==> config.mk <==
export PLATFORM = sky130hd
export DESIGN_NAME = tff_counter
export DESIGN_NICKNAME = d
export VERILOG_FILES = /design/src/rtl/tff_pkg.sv /design/src/rtl/tff_cell.sv /design/src/rtl/tff_counter.sv
export SDC_FILE = /design/constraint.sdc
export NUM_CORES = 1
export LEC_CHECK = 0
export CORE_AREA = 3 3 40 42
export CTS_BUF_LIST = sky130_fd_sc_hd__clkbuf_4 sky130_fd_sc_hd__clkbuf_8
export DETAILED_ROUTE_END_ITERATION = 6
export DIE_AREA = 0 0 43 45
export DONT_BUFFER_PORTS = 1
export PLACE_DENSITY_LB_ADDON = 0.15
export RECOVER_POWER = 100
export SYNTH_ARGS = -nofsm -noshare
export SYNTH_HDL_FRONTEND = slang
export SYNTH_SLANG_ARGS = --single-unit
==> constraint.sdc <==
create_clock -name clock -period 2.5 [get_ports clock]
set_input_delay 0.625 -clock clock [delete_from_list [all_inputs] [get_ports clock]]
set_output_delay 0.625 -clock clock [all_outputs]
set_load 0.05 [all_outputs]
==> src/rtl/tff_pkg.sv <==
// tff_pkg: direction encodings and a ceil-log2 helper for parameter checks
package tff_pkg;
   localparam logic DIR_UP   = 1'b1;
   localparam logic DIR_DOWN = 1'b0;
   function automatic int clog2(input int n);
      int r;
      r = 0;
      while ((1 << r) < n) r++;
      return r;
   endfunction
endpackage

==> src/rtl/tff_cell.sv <==
// tff_cell: single toggle flip-flop, Q flips on each rising edge with T high
module tff_cell (
   input  logic T,
   input  logic clock,
   input  logic reset_n,
   output logic Q,
   output logic notQ
);
   logic q_d, q_q;
   always_comb q_d = q_q ^ T;
   always_ff @(posedge clock or negedge reset_n)
      if (!reset_n) q_q <= 1'b0;
      else q_q <= q_d;
   assign Q    = q_q;
   assign notQ = ~q_q;
endmodule

==> src/rtl/tff_counter.sv <==
// tff_counter: modulo up/down counter built from a column of toggle cells,
// with parallel load, combinational terminal count and registered wrap/load_err pulses
module tff_counter
   import tff_pkg::*;
#(
   parameter int WIDTH   = 4,
   parameter int MODULUS = 16
) (
   input  logic             clock,
   input  logic             reset_n,
   input  logic             enable,
   input  logic             up,
   input  logic             load,
   input  logic [WIDTH-1:0] load_value,
   output logic [WIDTH-1:0] count,
   output logic [WIDTH-1:0] notCount,
   output logic             tc,
   output logic             wrap,
   output logic             load_err
);
   localparam logic [WIDTH-1:0] MAX = WIDTH'(MODULUS - 1);
   localparam bit FULL = (MODULUS == 2 ** WIDTH);

   if (MODULUS < 2 || clog2(MODULUS) > WIDTH) begin : g_bad_modulus
      $error("tff_counter: MODULUS %0d out of range for WIDTH %0d", MODULUS, WIDTH);
   end

   logic [WIDTH-1:0] t_d, t_up, t_dn, target;
   logic load_ok, at_end, wrap_d, wrap_q, load_err_d, load_err_q;

   genvar i;
   for (i = 0; i < WIDTH; i++) begin : g_bit
      if (i == 0) begin : g_lsb
         assign t_up[i] = 1'b1;
         assign t_dn[i] = 1'b1;
      end else begin : g_upper
         assign t_up[i] = &count[i-1:0];
         assign t_dn[i] = ~|count[i-1:0];
      end
      tff_cell u_cell (
         .T      (t_d[i]),
         .clock  (clock),
         .reset_n(reset_n),
         .Q      (count[i]),
         .notQ   (notCount[i])
      );
   end

   // Load and short-modulus wraps jump straight to a target by toggling the differing bits
   always_comb begin
      load_ok    = {1'b0, load_value} < (WIDTH+1)'(MODULUS);
      at_end     = (up == DIR_UP) ? (count == MAX) : (count == '0);
      target     = load ? (load_ok ? load_value : MAX) : (up == DIR_DOWN) ? MAX : '0;
      tc         = enable & ~load & at_end;
      t_d        = (load || (tc && !FULL)) ? count ^ target
                 : !enable ? '0
                 : (up == DIR_UP) ? t_up : t_dn;
      wrap_d     = tc;
      load_err_d = load & ~load_ok;
   end

   always_ff @(posedge clock or negedge reset_n)
      if (!reset_n) begin
         wrap_q     <= 1'b0;
         load_err_q <= 1'b0;
      end else begin
         wrap_q     <= wrap_d;
         load_err_q <= load_err_d;
      end

   assign wrap     = wrap_q;
   assign load_err = load_err_q;
endmodule

* Word-level counts from Yosys, hierarchy flattened
Index checks and enable logic that the tools add are counted.
** Word-level totals
- Logic and storage cells :: 32
- Register bits after elaboration :: 5
- Output and inout bits :: 11
** Cells by class
- Muxes and demuxes :: 6
- Bitwise logic cells :: 12
- Eq/ne operators :: 1
- Reduce and logical (&&, ||, !) cells :: 8
** Operators by type and width (count)
- $mux W4 :: 5
- $not A1 Y1 :: 5
- $eq A4 B4 Y1 const B :: 1
- $logic_not A4 Y1 :: 1
- $xor A1 B1 Y1 :: 4
- $xor A4 B4 Y4 :: 1
- $logic_not A1 Y1 :: 3
- $reduce_and A3 Y1 :: 1
- $reduce_or A3 Y1 :: 1
- $and A1 B1 Y1 :: 2
- $reduce_and A2 Y1 :: 1
- $reduce_or A2 Y1 :: 1
- $mux W1 :: 1

* Depth between registers and ports, before layout
Gate-level depths: netlist (run 1).
- Word-level depth :: 6
- Mapped depth :: 4

* By module
From an unflattened synthesis (run 1), not the netlist that was laid out.
** Second synthesis, totals
- Cells, all modules :: 38
- Area total of the unflattened synthesis :: 334.1 µm²
** By module, submodules not included
- tff_counter :: area each 183.9 µm², instances 1, cells each 26, sequential area each 25.0 µm²
- tff_cell :: area each 37.5 µm², instances 4, cells each 3, sequential area each 25.0 µm²

* Worst setup path after synthesis (run 1)
No wires, ideal clock.
- Path kind :: input-to-output
- Start :: input port up
- End :: output port tc
- Data required time :: 1875 ps
- Path slack :: -227 ps
- Data arrival time :: 2102 ps
- Cell stages on the path :: 3
- Cell sequence :: nor4_1 o21ai_0 nor3_1
** On the way
- Longest elaborated chain between the ends :: 2
** RTL lines
- start, declared :: RTL line tff_counter.sv:12 : input logic up,
- $mux W1 :: RTL line tff_counter.sv:52 : at_end = (up == DIR_UP) ? (count == MAX) : (count == '0);
- $and A1 B1 Y1 :: RTL line tff_counter.sv:54 : tc = enable & ~load & at_end;
- end, declared :: RTL line tff_counter.sv:17 : output logic tc,
Every way passes these cells.

* Worst setup path after layout (run 1)
- Start :: register g_bit[0].u_cell.q_q
- End :: output port notCount[0]
** On the way
- Longest elaborated chain between the ends :: 1
** RTL lines
- start, declared :: RTL line tff_cell.sv:9 : logic q_d, q_q;
- start signal, assigned :: RTL line tff_cell.sv:13 : else q_q <= q_d;
- $not A1 Y1 :: RTL line tff_cell.sv:15 : assign notQ = ~q_q;
- end, declared :: RTL line tff_counter.sv:16 : output logic [WIDTH-1:0] notCount,
Every way passes these cells.

==> reports/qor.log, run 1 <==
[timing] worst-margin pin slew 0.7009 ns
[clock_tree] clock slew at reported path FFs 0.05 ns
[logic_synthesis] sequential fraction of the synthesis area 0.3067
[setup_path] critical-path cell list clkbuf_1 -> inv_1
[timing] count of final hold-check violations 0
[final_layout] final standard cell utilization of the core 0.3087
[placement] Final Wtd Congestion 0.7987
[timing] max-slew violation count 0
[logic_synthesis] Syn Std Cell Area 407.9 µm²
[clock_tree] CTS resizes 0
[final_layout] most used cells in the layout excluding fill and tap cells sky130_fd_sc_hd__dfrtp_1 (5), sky130_fd_sc_hd__inv_1 (4), sky130_fd_sc_hd__clkbuf_4 (4)
[timing] final critical path time including I/O delays and setup 2.291 ns
[clock_tree] clk sinks 5
[setup_path] peak fanout along the critical path 6
[routing] drt via density 5.102
[final_layout] synthesis-to-finish area growth -2.761%
[timing] unrepaired setup endpoints after global routing false
[routing] number of vias after detailed routing 301
[logic_synthesis] Mapped Nets 57
[clock_tree] number of buffers added by the clock tree synthesis step 3
[routing] routed len/inst 13.61 µm
[clock_tree] number of hold buffers added after CTS 0
[floorplanning] I/O Pins 20
[setup_path] Req. time, crit path 1.88 ns
[timing] share of the clock period used by the worst path 0.9163
[grt] number of global-route vias before repair 289
[final_layout] non-filler instance count after layout 59
[logic_synthesis] cell taking the most area after synthesis sky130_fd_sc_hd__dfrtp_1
[floorplanning] number of standard-cell rows in the floorplan 13
[final_layout] leading cell type in the layout, fill and taps excluded sky130_fd_sc_hd__dfrtp_1
[logic_synthesis] Yosys warning total 0
[floorplanning] Placeable Area 1285 µm²
[grt] largest net degree at the start of global routing 14
[setup_path] type of element launching the critical path register
[clock_tree] Post-CTS Repair Setup Buffers 0
[timing] setup TNS after final layout 0 ns
[timing] final setup skew 0.005082 ns
[floorplanning] die extent in x 43 µm
[job] count of max-cap constraint violations 0
[timing] remaining max-slew budget at the tightest pin 0.5328
[placement] number of buffers inserted by port buffering 0
[setup_path] data arrival time of the critical path 1.67 ns
[clock_tree] maximum level of the CTS H-tree 1
[power] static leakage 0.1745 nW
[setup_path] master of the slowest instance on the critical path sky130_fd_sc_hd__clkbuf_1
[routing] Pre-antenna DRT Iters 3
[floorplanning] Die Footprint 1935 µm²
[grt] first-pass GRT wire length 1311 µm
[clock_tree] maximum buffer depth of the clock tree 2
[power] sum of internal, switching and leakage power 0.0003245 W
[timing] endpoints failing setup 0
[final_layout] proportion of layout cells with a drive suffix above 1 0.2273
[final_layout] Inserted Diodes 0
[setup_path] classification of the worst setup path reg2out
[placement] total half-perimeter wirelength after legalization and detailed placement 640.7 µm
[timing] maximum achievable frequency 436.5 MHz
[routing] remaining routing DRC violations 0
[placement] cell total after placement 55
[logic_synthesis] number of flip-flops and latches in the synthesized netlist 5
[logic_synthesis] post-synth top area share 0.3067
[power] power per cell area 818.2 nW/µm²
[setup_path] element type at the critical path end output port
[setup_path] Slowest Stage Delay on Critical Path 0.57 ns
[grt] total global routing track utilization 0.09799
[clock_tree] clock insertion delay at the later pin of the skew report 0.24 ns
[routing] ANT nets after route 0
[clock_tree] cell at the root of the clock tree sky130_fd_sc_hd__clkbuf_4
[logic_synthesis] average cell area after synthesis 8.498 µm²
[clock_tree] TritonCTS clock tree built
[grt] initial antenna violation count 0
[logic_synthesis] number of distinct library cells after synthesis 24
[worst_hold_path] min-delay worst type in2async
[final_layout] # nets final 54
[logic_synthesis] synth top area cells sky130_fd_sc_hd__dfrtp_1 (31%), sky130_fd_sc_hd__buf_4 (17%), sky130_fd_sc_hd__a211o_1 (4.3%), sky130_fd_sc_hd__xnor2_1 (4.3%), sky130_fd_sc_hd__nand3_1 (3.7%)
[run_status] outcome finished clean
[power] worst-case vdd ir drop 0.4485 mV
[logic_synthesis] cells after synthesis 48
[floorplanning] starting density of the core 0.3174
[floorplanning] die height 45 µm
[grt] GRT Residual Overflow 0
[routing] post-detailed-routing wire length 803 µm
[routing] DRC violation total after the first TritonRoute iteration 2
final timing paths:
path	start	to	slack, ns	cells after the start
hold / removal	reset_n	g_bit[3].u_cell.Q$_DFF_PN0_	0.07	0
max in group asynchronous	reset_n	g_bit[1].u_cell.Q$_DFF_PN0_	2.35	0
setup reg to reg	g_bit[3].u_cell.Q$_DFF_PN0_	g_bit[3].u_cell.Q$_DFF_PN0_	0.65	3
setup / recovery	g_bit[0].u_cell.Q$_DFF_PN0_	notCount[0]	0.21	2
hold reg to reg	g_bit[2].u_cell.Q$_DFF_PN0_	g_bit[3].u_cell.Q$_DFF_PN0_	0.68	3
min in group clock	load	g_bit[0].u_cell.Q$_DFF_PN0_	0.50	1
registers in the layout (all words and copies together), names as in the netlist:
| name | cells |
|---|---|
| g_bit.u_cell.Q | 4 |
| wrap | 1 |
layer usage:
metal  vias to the layer above  track usage  wire length [µm]
li1                        146            -                 -
met1                       141      0.09559               310
met2                        14       0.1467               387
met3                         0      0.09163               106
met4                         0      0.03614                 0
met5                         -            0                 0
layout make-up:
type / count / area [µm²]
fillers: 145 / 888.4
multi-input cells: 27 / 181.4
flip-flops and latches: 5 / 125.1
clock buffers: 4 / 30.03
repair buffers: 4 / 26.28
well taps: 15 / 18.77
inverters: 4 / 15.01
critical path, delay by kind of cell, from the launching register on:
family	cells	cell delay, ns
flip-flops	1	0.43
buffers and inverters	2	0.99
power breakdown:
| part | leakage, nW | switching, W | internal [W] |
|---|---|---|---|
| registers | 0.0618 | 0.0000204 | 0.0000903 |
| clock network | 0.0184 | 0.0000336 | 0.0000712 |
| logic | 0.0943 | 0.0000845 | 0.0000246 |
logic make-up (layout without fill, tap and decap cells):
| kind of cell | count (synthesis) | in the layout | synth area share |
|---|---|---|---|
| AND/OR/NAND/NOR | 17 | 17 | 0.2761 |
| other | 1 | 1 | 0.009194 |
| AO/OA/AOI/OAI | 6 | 6 | 0.09201 |
| flip-flops | 5 | 5 | 0.3067 |
| buffers and inverters | 16 | 12 | 0.2515 |
| XOR/XNOR | 3 | 3 | 0.06443 |
synth_stat cells, drive strengths merged:
cell type / n
xor2: 1
nor3: 1
and4: 1
o21ai: 3
or4: 1
nor2: 1
inv: 4
nand2: 3
nand4: 1
nand4b: 1
dfrtp: 5
nor4: 1
or4b: 1
conb: 1
nand3: 4
buf: 11
clkbuf: 1
a21oi: 1
xnor2: 2
nor3b: 2
a211o: 2
stage by stage:
step	hold slack [ns]	setup WS (ns)	instance area, µm²
2_1_floorplan	0.3294	0.1925	412.9
3_3_place_gp	0.3296	0.4141	374.1
3_5_place_dp	0.3295	0.3818	374.1
4_1_cts	0.06645	0.2341	404.1
5_1_grt	0.05141	0.07632	396.6
6_report	0.07337	0.2093	396.6
Power figures use the tool's default switching activity.
==> run 2, diff against run 1 <==
--- a/config.mk
+++ b/config.mk
@@ -5,6 +5,7 @@
 export SDC_FILE = /design/constraint.sdc
 export NUM_CORES = 1
 export LEC_CHECK = 0
+export ABC_AREA = 1
 export CORE_AREA = 3 3 40 42
 export CTS_BUF_LIST = sky130_fd_sc_hd__clkbuf_4 sky130_fd_sc_hd__clkbuf_8
 export DETAILED_ROUTE_END_ITERATION = 6
==> reports/qor.log, run 2 <==
[logic_synthesis] list of most frequent post-synthesis cells sky130_fd_sc_hd__nand2_1 (12), sky130_fd_sc_hd__buf_4 (9), sky130_fd_sc_hd__nor2_1 (6), sky130_fd_sc_hd__dfrtp_1 (5), sky130_fd_sc_hd__inv_1 (5)
[timing] endpoints failing setup 0
[grt] total global routing track utilization 0.09106
[timing] maximum achievable frequency 470.7 MHz
[clock_tree] clock slew at reported path FFs 0.04 ns
[final_layout] fillers 139
[final_layout] synthesis-to-finish area growth 1.320%
[setup_path] Req. time, crit path 1.88 ns
[floorplanning] I/O Pins 20
[clock_tree] cell at the root of the clock tree sky130_fd_sc_hd__clkbuf_4
[routing] drt via density 4.286
[power] worst-case vdd ir drop 0.2120 mV
[placement] Final Wtd Congestion 0.7444
[logic_synthesis] library cell with the highest instance count after synthesis sky130_fd_sc_hd__nand2_1
[floorplanning] Die Footprint 1935 µm²
[routing] DRC violation total after the first TritonRoute iteration 4
[logic_synthesis] average cell area after synthesis 7.021 µm²
[timing] unrepaired setup endpoints after global routing false
[logic_synthesis] share of the synthesized netlist area taken by xor and xnor gates 0.02310
[final_layout] proportion of layout cells with a drive suffix above 1 0.1818
[grt] largest net degree at the start of global routing 10
[timing] count of final hold-check violations 0
[clock_tree] TritonCTS clock tree built
[logic_synthesis] cell taking the most area after synthesis sky130_fd_sc_hd__dfrtp_1
[timing] max-slew violation count 0
[clock_tree] clk sinks 5
[floorplanning] number of standard-cell rows in the floorplan 13
[setup_path] Slowest Stage Delay on Critical Path 0.57 ns
[setup_path] element type at the critical path end output port
[logic_synthesis] mux contribution to synthesized area 0
[clock_tree] maximum level of the CTS H-tree 1
[power] static leakage 0.2004 nW
[final_layout] # nets final 65
[placement] number of buffers inserted by port buffering 0
[logic_synthesis] cells after synthesis 54
[placement] total half-perimeter wirelength after legalization and detailed placement 648.5 µm
[worst_hold_path] min-delay worst type in2async
[clock_tree] maximum buffer depth of the clock tree 2
[logic_synthesis] area fraction in and, or, nand and nor cells after synthesis 0.2607
[logic_synthesis] Syn Std Cell Area 379.1 µm²
[clock_tree] clock insertion delay at the later pin of the skew report 0.24 ns
[grt] first-pass GRT wire length 1262 µm
[final_layout] final standard cell utilization of the core 0.2989
[floorplanning] die extent in x 43 µm
[logic_synthesis] Main synth FF type sky130_fd_sc_hd__dfrtp_1
[grt] GRT Residual Overflow 0
[logic_synthesis] sequential fraction of the synthesis area 0.3300
[clock_tree] number of hold buffers added after CTS 0
[grt] number of global-route vias before repair 284
[logic_synthesis] Mapped Nets 63
[setup_path] type of element launching the critical path register
[timing] smallest setup slack after layout 0.3753 ns
[clock_tree] CTS resizes 0
[logic_synthesis] largest family of logic cells by synthesized area simple AND/OR/NAND/NOR gates
[setup_path] worst setup path start g_bit[3].u_cell.Q$_DFF_PN0_
[logic_synthesis] number of distinct library cells after synthesis 16
[setup_path] setup slack of the worst register-to-register path 0.84 ns
[logic_synthesis] number of flip-flops and latches in the synthesized netlist 5
[final_layout] Largest register FFs 4
[timing] setup TNS after final layout 0 ns
[placement] post-place instance area 375.4 µm²
[setup_path] classification of the worst setup path reg2out
[clock_tree] number of buffers added by the clock tree synthesis step 3
[power] sum of internal, switching and leakage power 0.0003138 W
[final_layout] leading cell type in the layout, fill and taps excluded sky130_fd_sc_hd__nand2_1
[setup_path] number of cells on the worst reg-to-reg path 5
[setup_path] peak fanout along the critical path 3
[setup_path] family with the most delay on the worst path buffers and inverters
[logic_synthesis] fraction of registers with async set or reset after synthesis 1.000
[setup_path] terminus of the critical flop-to-flop path g_bit[3].u_cell.Q$_DFF_PN0_
[setup_path] beginning of the worst register-to-register path g_bit[3].u_cell.Q$_DFF_PN0_
[logic_synthesis] fraction of the mapped netlist area in compound gates 0.1254
[timing] final setup skew 0.003254 ns
[routing] remaining routing DRC violations 0
[logic_synthesis] post-synth top area share 0.3300
[job] count of max-cap constraint violations 0
[setup_path] Setup crit end notCount[3]
[routing] ANT nets after route 0
[placement] worst setup slack before clock tree synthesis 0.5035 ns
[timing] worst-margin pin slew 0.6823 ns
[clock_tree] Post-CTS Repair Setup Buffers 0
[final_layout] final cell area excluding filler cells 384.1 µm²
[timing] share of the clock period used by the worst path 0.8499
[setup_path] critical-path cell list inv_1 -> clkbuf_1
[floorplanning] Placeable Area 1285 µm²
[run_status] outcome finished clean
[setup_path] logic depth of the worst path, buffers included 2
[logic_synthesis] Adder-Cell Fraction of Synth Area 0
[logic_synthesis] synth top area cells sky130_fd_sc_hd__dfrtp_1 (33%), sky130_fd_sc_hd__buf_4 (18%), sky130_fd_sc_hd__nand2_1 (12%), sky130_fd_sc_hd__nor2_1 (5.9%), sky130_fd_sc_hd__a21oi_1 (5.3%)
[power] power per cell area 817.0 nW/µm²
[final_layout] Inserted Diodes 0
[logic_synthesis] count of flip-flops with a built-in enable after synthesis 0
[timing] final critical path time including I/O delays and setup 2.125 ns
[routing] number of vias after detailed routing 300
[routing] Pre-antenna DRT Iters 3
[setup_path] master of the slowest instance on the critical path sky130_fd_sc_hd__dfrtp_1
[timing] remaining max-slew budget at the tightest pin 0.5451
[logic_synthesis] Yosys warning total 0
[routing] post-detailed-routing wire length 752 µm
[floorplanning] die height 45 µm
[final_layout] most used cells in the layout excluding fill and tap cells sky130_fd_sc_hd__nand2_1 (12), sky130_fd_sc_hd__nor2_1 (6), sky130_fd_sc_hd__inv_1 (5), sky130_fd_sc_hd__a21oi_1 (5), sky130_fd_sc_hd__dfrtp_1 (5)
[setup_path] data arrival time of the critical path 1.50 ns
[floorplanning] starting density of the core 0.2950
[grt] initial antenna violation count 0
[setup_path] worst path bufs/invs 2
[routing] routed len/inst 10.74 µm
==> run 2: cell count changes after synthesis, moves of 2 or more <==
| cell | before | now |
|---|---|---|
| sky130_fd_sc_hd__nand2_1 | 3 | 12 |
| sky130_fd_sc_hd__nor2_1 | 1 | 6 |
| sky130_fd_sc_hd__a21oi_1 | 1 | 4 |
| sky130_fd_sc_hd__o21ai_1 | 0 | 2 |
| sky130_fd_sc_hd__nor3b_1 | 2 | 0 |
| sky130_fd_sc_hd__a211o_1 | 2 | 0 |
| sky130_fd_sc_hd__o21ai_0 | 3 | 0 |
==> run 2: per-layer routing <==
metal | up-vias | GRT usage | part of all wire
li1 | 160 | - | -
met1 | 126 | 0.09976 | 0.43
met2 | 12 | 0.1168 | 0.41
met3 | 2 | 0.07968 | 0.15
met4 | 0 | 0.05422 | 0.0080
met5 | - | 0 | 0
==> run 2: how the worst min path moves through the flow <==
stage | slack, ns | end | start
floorplan | 0.33 | g_bit[0].u_cell.Q$_DFF_PN0_ | reset_n
global placement | 0.33 | g_bit[1].u_cell.Q$_DFF_PN0_ | reset_n
detailed placement | 0.33 | g_bit[0].u_cell.Q$_DFF_PN0_ | reset_n
CTS | 0.07 | g_bit[1].u_cell.Q$_DFF_PN0_ | reset_n
global route | 0.05 | g_bit[0].u_cell.Q$_DFF_PN0_ | reset_n
finish | 0.08 | g_bit[0].u_cell.Q$_DFF_PN0_ | reset_n
==> run 2: cell type report <==
class,count,area (µm²),share of cell area
clock buffer,3,22.52,0.05863
clock inverter,1,5.005,0.01303
inverter,7,27.53,0.07166
multi-input combinational,33,155.1,0.4039
sequential,5,125.1,0.3257
tap,15,18.77,0.04886
timing repair buffer,6,30.03,0.07818
==> run 2: cells by family after synthesis <==
logic type                after synthesis
and+or+nand+nor                        23
other                                   1
xor gates and xnor gates                1
AOI/OAI and AO/OA                       8
DFF                                     5
buffers and inverters                  16
==> run 2: power breakdown <==
group | total, W | switching, W | internal [W]
Combinational | 0.000113 | 0.0000908 | 0.0000217
Sequential | 0.000112 | 0.0000212 | 0.0000903
Clock | 0.0000898 | 0.0000320 | 0.0000578
==> run 2: through the flow <==
step                      hold slack (ns)  instances
after floorplan                    0.3294         54
after global placement             0.3295         66
after detailed placement           0.3296         66
after CTS                         0.06781         70
after global routing              0.04797         70
final                             0.07913         70
==> run 3, diff against run 2 <==
==> constraint.sdc (replaced) <==
create_clock -name clock -period 1.9 [get_ports clock]
set_input_delay 0.475 -clock clock [delete_from_list [all_inputs] [get_ports clock]]
set_output_delay 0.475 -clock clock [all_outputs]
set_load 0.05 [all_outputs]
==> reports/qor.log, run 3 (synthesized netlist as in run 2, its figures left out) <==
[final_layout] non-filler instance count after layout 73
[timing] max-slew violation count 0
[run_status] outcome finished clean
[final_layout] most used cells in the layout excluding fill and tap cells sky130_fd_sc_hd__nand2_1 (12), sky130_fd_sc_hd__inv_1 (5), sky130_fd_sc_hd__nor2_1 (5), sky130_fd_sc_hd__clkbuf_1 (5)
[setup_path] family with the most delay on the worst path flip-flops
[grt] first-pass GRT wire length 1311 µm
[worst_hold_path] hold-critical path depth 2
[timing] maximum achievable frequency 565.3 MHz
[setup_path] critical-path cell list inv_1 -> nor2_1 -> nor2_2 -> nand3_2 -> a21oi_2 -> buf_6
[final_layout] proportion of layout cells with a drive suffix above 1 0.2414
[setup_path] number of cells on the worst reg-to-reg path 5
[clock_tree] maximum buffer depth of the clock tree 2
[floorplanning] Placeable Area 1285 µm²
[floorplanning] die extent in x 43 µm
[routing] remaining routing DRC violations 0
[setup_path] classification of the worst setup path reg2out
[routing] number of vias after detailed routing 325
[setup_path] element type at the critical path end output port
[power] worst-case vdd ir drop 0.2247 mV
[final_layout] Largest register FFs 4
[clock_tree] number of buffers added by the clock tree synthesis step 3
[final_layout] synthesis-to-finish area growth 9.901%
[grt] total global routing track utilization 0.09524
[grt] number of global-route vias before repair 302
[placement] number of buffers inserted by port buffering 0
[clock_tree] clock slew at reported path FFs 0.04 ns
[clock_tree] cell at the root of the clock tree sky130_fd_sc_hd__clkbuf_4
[final_layout] # nets final 68
[clock_tree] maximum level of the CTS H-tree 1
[setup_path] Slowest Stage Delay on Critical Path 0.41 ns
[placement] cell total after placement 68
[setup_path] worst path bufs/invs 2
[floorplanning] I/O Pins 20
[routing] post-detailed-routing wire length 797 µm
[grt] largest net degree at the start of global routing 10
[setup_path] Req. time, crit path 1.42 ns
[job] count of max-cap constraint violations 0
[timing] worst-margin pin slew 0.6291 ns
[setup_path] type of element launching the critical path register
[clock_tree] clock insertion delay at the later pin of the skew report 0.24 ns
[floorplanning] Die Footprint 1935 µm²
[floorplanning] die height 45 µm
[setup_path] master of the slowest instance on the critical path sky130_fd_sc_hd__dfrtp_1
[floorplanning] starting density of the core 0.2950
[final_layout] fillers 154
[setup_path] data arrival time of the critical path 1.29 ns
[setup_path] logic depth of the worst path, buffers included 6
[routing] drt via density 4.452
[placement] total half-perimeter wirelength after legalization and detailed placement 649.6 µm
[final_layout] Inserted Diodes 0
[worst_hold_path] min-delay worst type in2reg
[final_layout] leading cell type in the layout, fill and taps excluded sky130_fd_sc_hd__nand2_1
[power] static leakage 0.2101 nW
[timing] unrepaired setup endpoints after global routing false
[grt] initial antenna violation count 0
[floorplanning] number of standard-cell rows in the floorplan 13
[routing] DRC violation total after the first TritonRoute iteration 8
[setup_path] peak fanout along the critical path 4
[timing] final critical path time including I/O delays and setup 1.769 ns
[routing] routed len/inst 10.92 µm
[clock_tree] TritonCTS clock tree built
[timing] final setup skew 0.003842 ns
[routing] Pre-antenna DRT Iters 4
[timing] remaining max-slew budget at the tightest pin 0.5806
[placement] Final Wtd Congestion 0.7285
[clock_tree] clk sinks 5
[timing] setup TNS after final layout 0 ns
[routing] ANT nets after route 0
[power] power per cell area 1055 nW/µm²
[grt] GRT Residual Overflow 0
[timing] count of final hold-check violations 0
[timing] share of the clock period used by the worst path 0.9310
[timing] endpoints failing setup 0
run 3: where the power goes:
group / switching (W) / total [W] / internal [W] / leakage, nW
Clock: 0.0000410 / 0.000135 / 0.0000935 / 0.0184
Sequential: 0.0000173 / 0.000137 / 0.000120 / 0.0585
Combinational: 0.000135 / 0.000168 / 0.0000336 / 0.133
run 3: layout make-up:
class | count | area (µm²) | area share
Inverter | 7 | 27.53 | 0.06607
Sequential cell | 5 | 126.4 | 0.3033
Multi-Input combinational cell | 33 | 161.4 | 0.3874
Clock buffer | 4 | 30.03 | 0.07207
Timing Repair Buffer | 9 | 52.55 | 0.1261
Tap cell | 15 | 18.77 | 0.04505
run 3: through the flow:
| stage | hold WS [ns] | utilization | worst slack, ns | total power (W) | cell area [µm²] |
|---|---|---|---|---|---|
| floorplan | 0.1794 | - | 0.1005 | 0.0003083 | 379.1 |
| CTS | 0.4142 | 0.3350 | 0.03329 | 0.0004636 | 430.4 |
| global placement | 0.1795 | 0.3038 | 0.1710 | 0.0003188 | 390.4 |
| finish | 0.4225 | 0.3242 | 0.1310 | 0.0004398 | 416.7 |
| global route | 0.4359 | 0.3242 | 0.01087 | 0.0004693 | 416.7 |
| detailed placement | 0.1796 | 0.3038 | 0.1329 | 0.0003181 | 390.4 |
run 3: final timing paths:
kind	from	end	slack [ns]
worst min register to register	g_bit[2].u_cell.Q$_DFF_PN0_	g_bit[2].u_cell.Q$_DFF_PN0_	0.55
worst min-delay path	load_value[0]	g_bit[0].u_cell.Q$_DFF_PN0_	0.42
max in group asynchronous	reset_n	g_bit[0].u_cell.Q$_DFF_PN0_	1.16
worst max register to register	g_bit[2].u_cell.Q$_DFF_PN0_	g_bit[2].u_cell.Q$_DFF_PN0_	0.47
min in group asynchronous	reset_n	g_bit[2].u_cell.Q$_DFF_PN0_	0.53
worst max-delay path	g_bit[2].u_cell.Q$_DFF_PN0_	tc	0.13
run 3: what timing repair did:
item | 4_1_cts | 5_1_grt
endpoints found under the setup margin | 0 | 1
resized for setup | 0 | 3
buffers inserted | 0 | 0
endpoints found under the hold margin | 5 | 0
hold buffers | 1 | 0
run 3: worst reg2reg max path, cell delays in order, from the launching register on:
cell and delay [ns]:
sky130_fd_sc_hd__dfrtp_1 0.41, sky130_fd_sc_hd__inv_1 0.09, sky130_fd_sc_hd__clkbuf_1 0.49, sky130_fd_sc_hd__a21oi_1 0.14, sky130_fd_sc_hd__nand2_1 0.09, sky130_fd_sc_hd__o21ai_1 0.07
run 3: per-layer routing:
layer  share of wire  global-route usage
met5               0                   0
met4          0.0075             0.09036
met3            0.11             0.03187
met2            0.46              0.1257
met1            0.42              0.1192
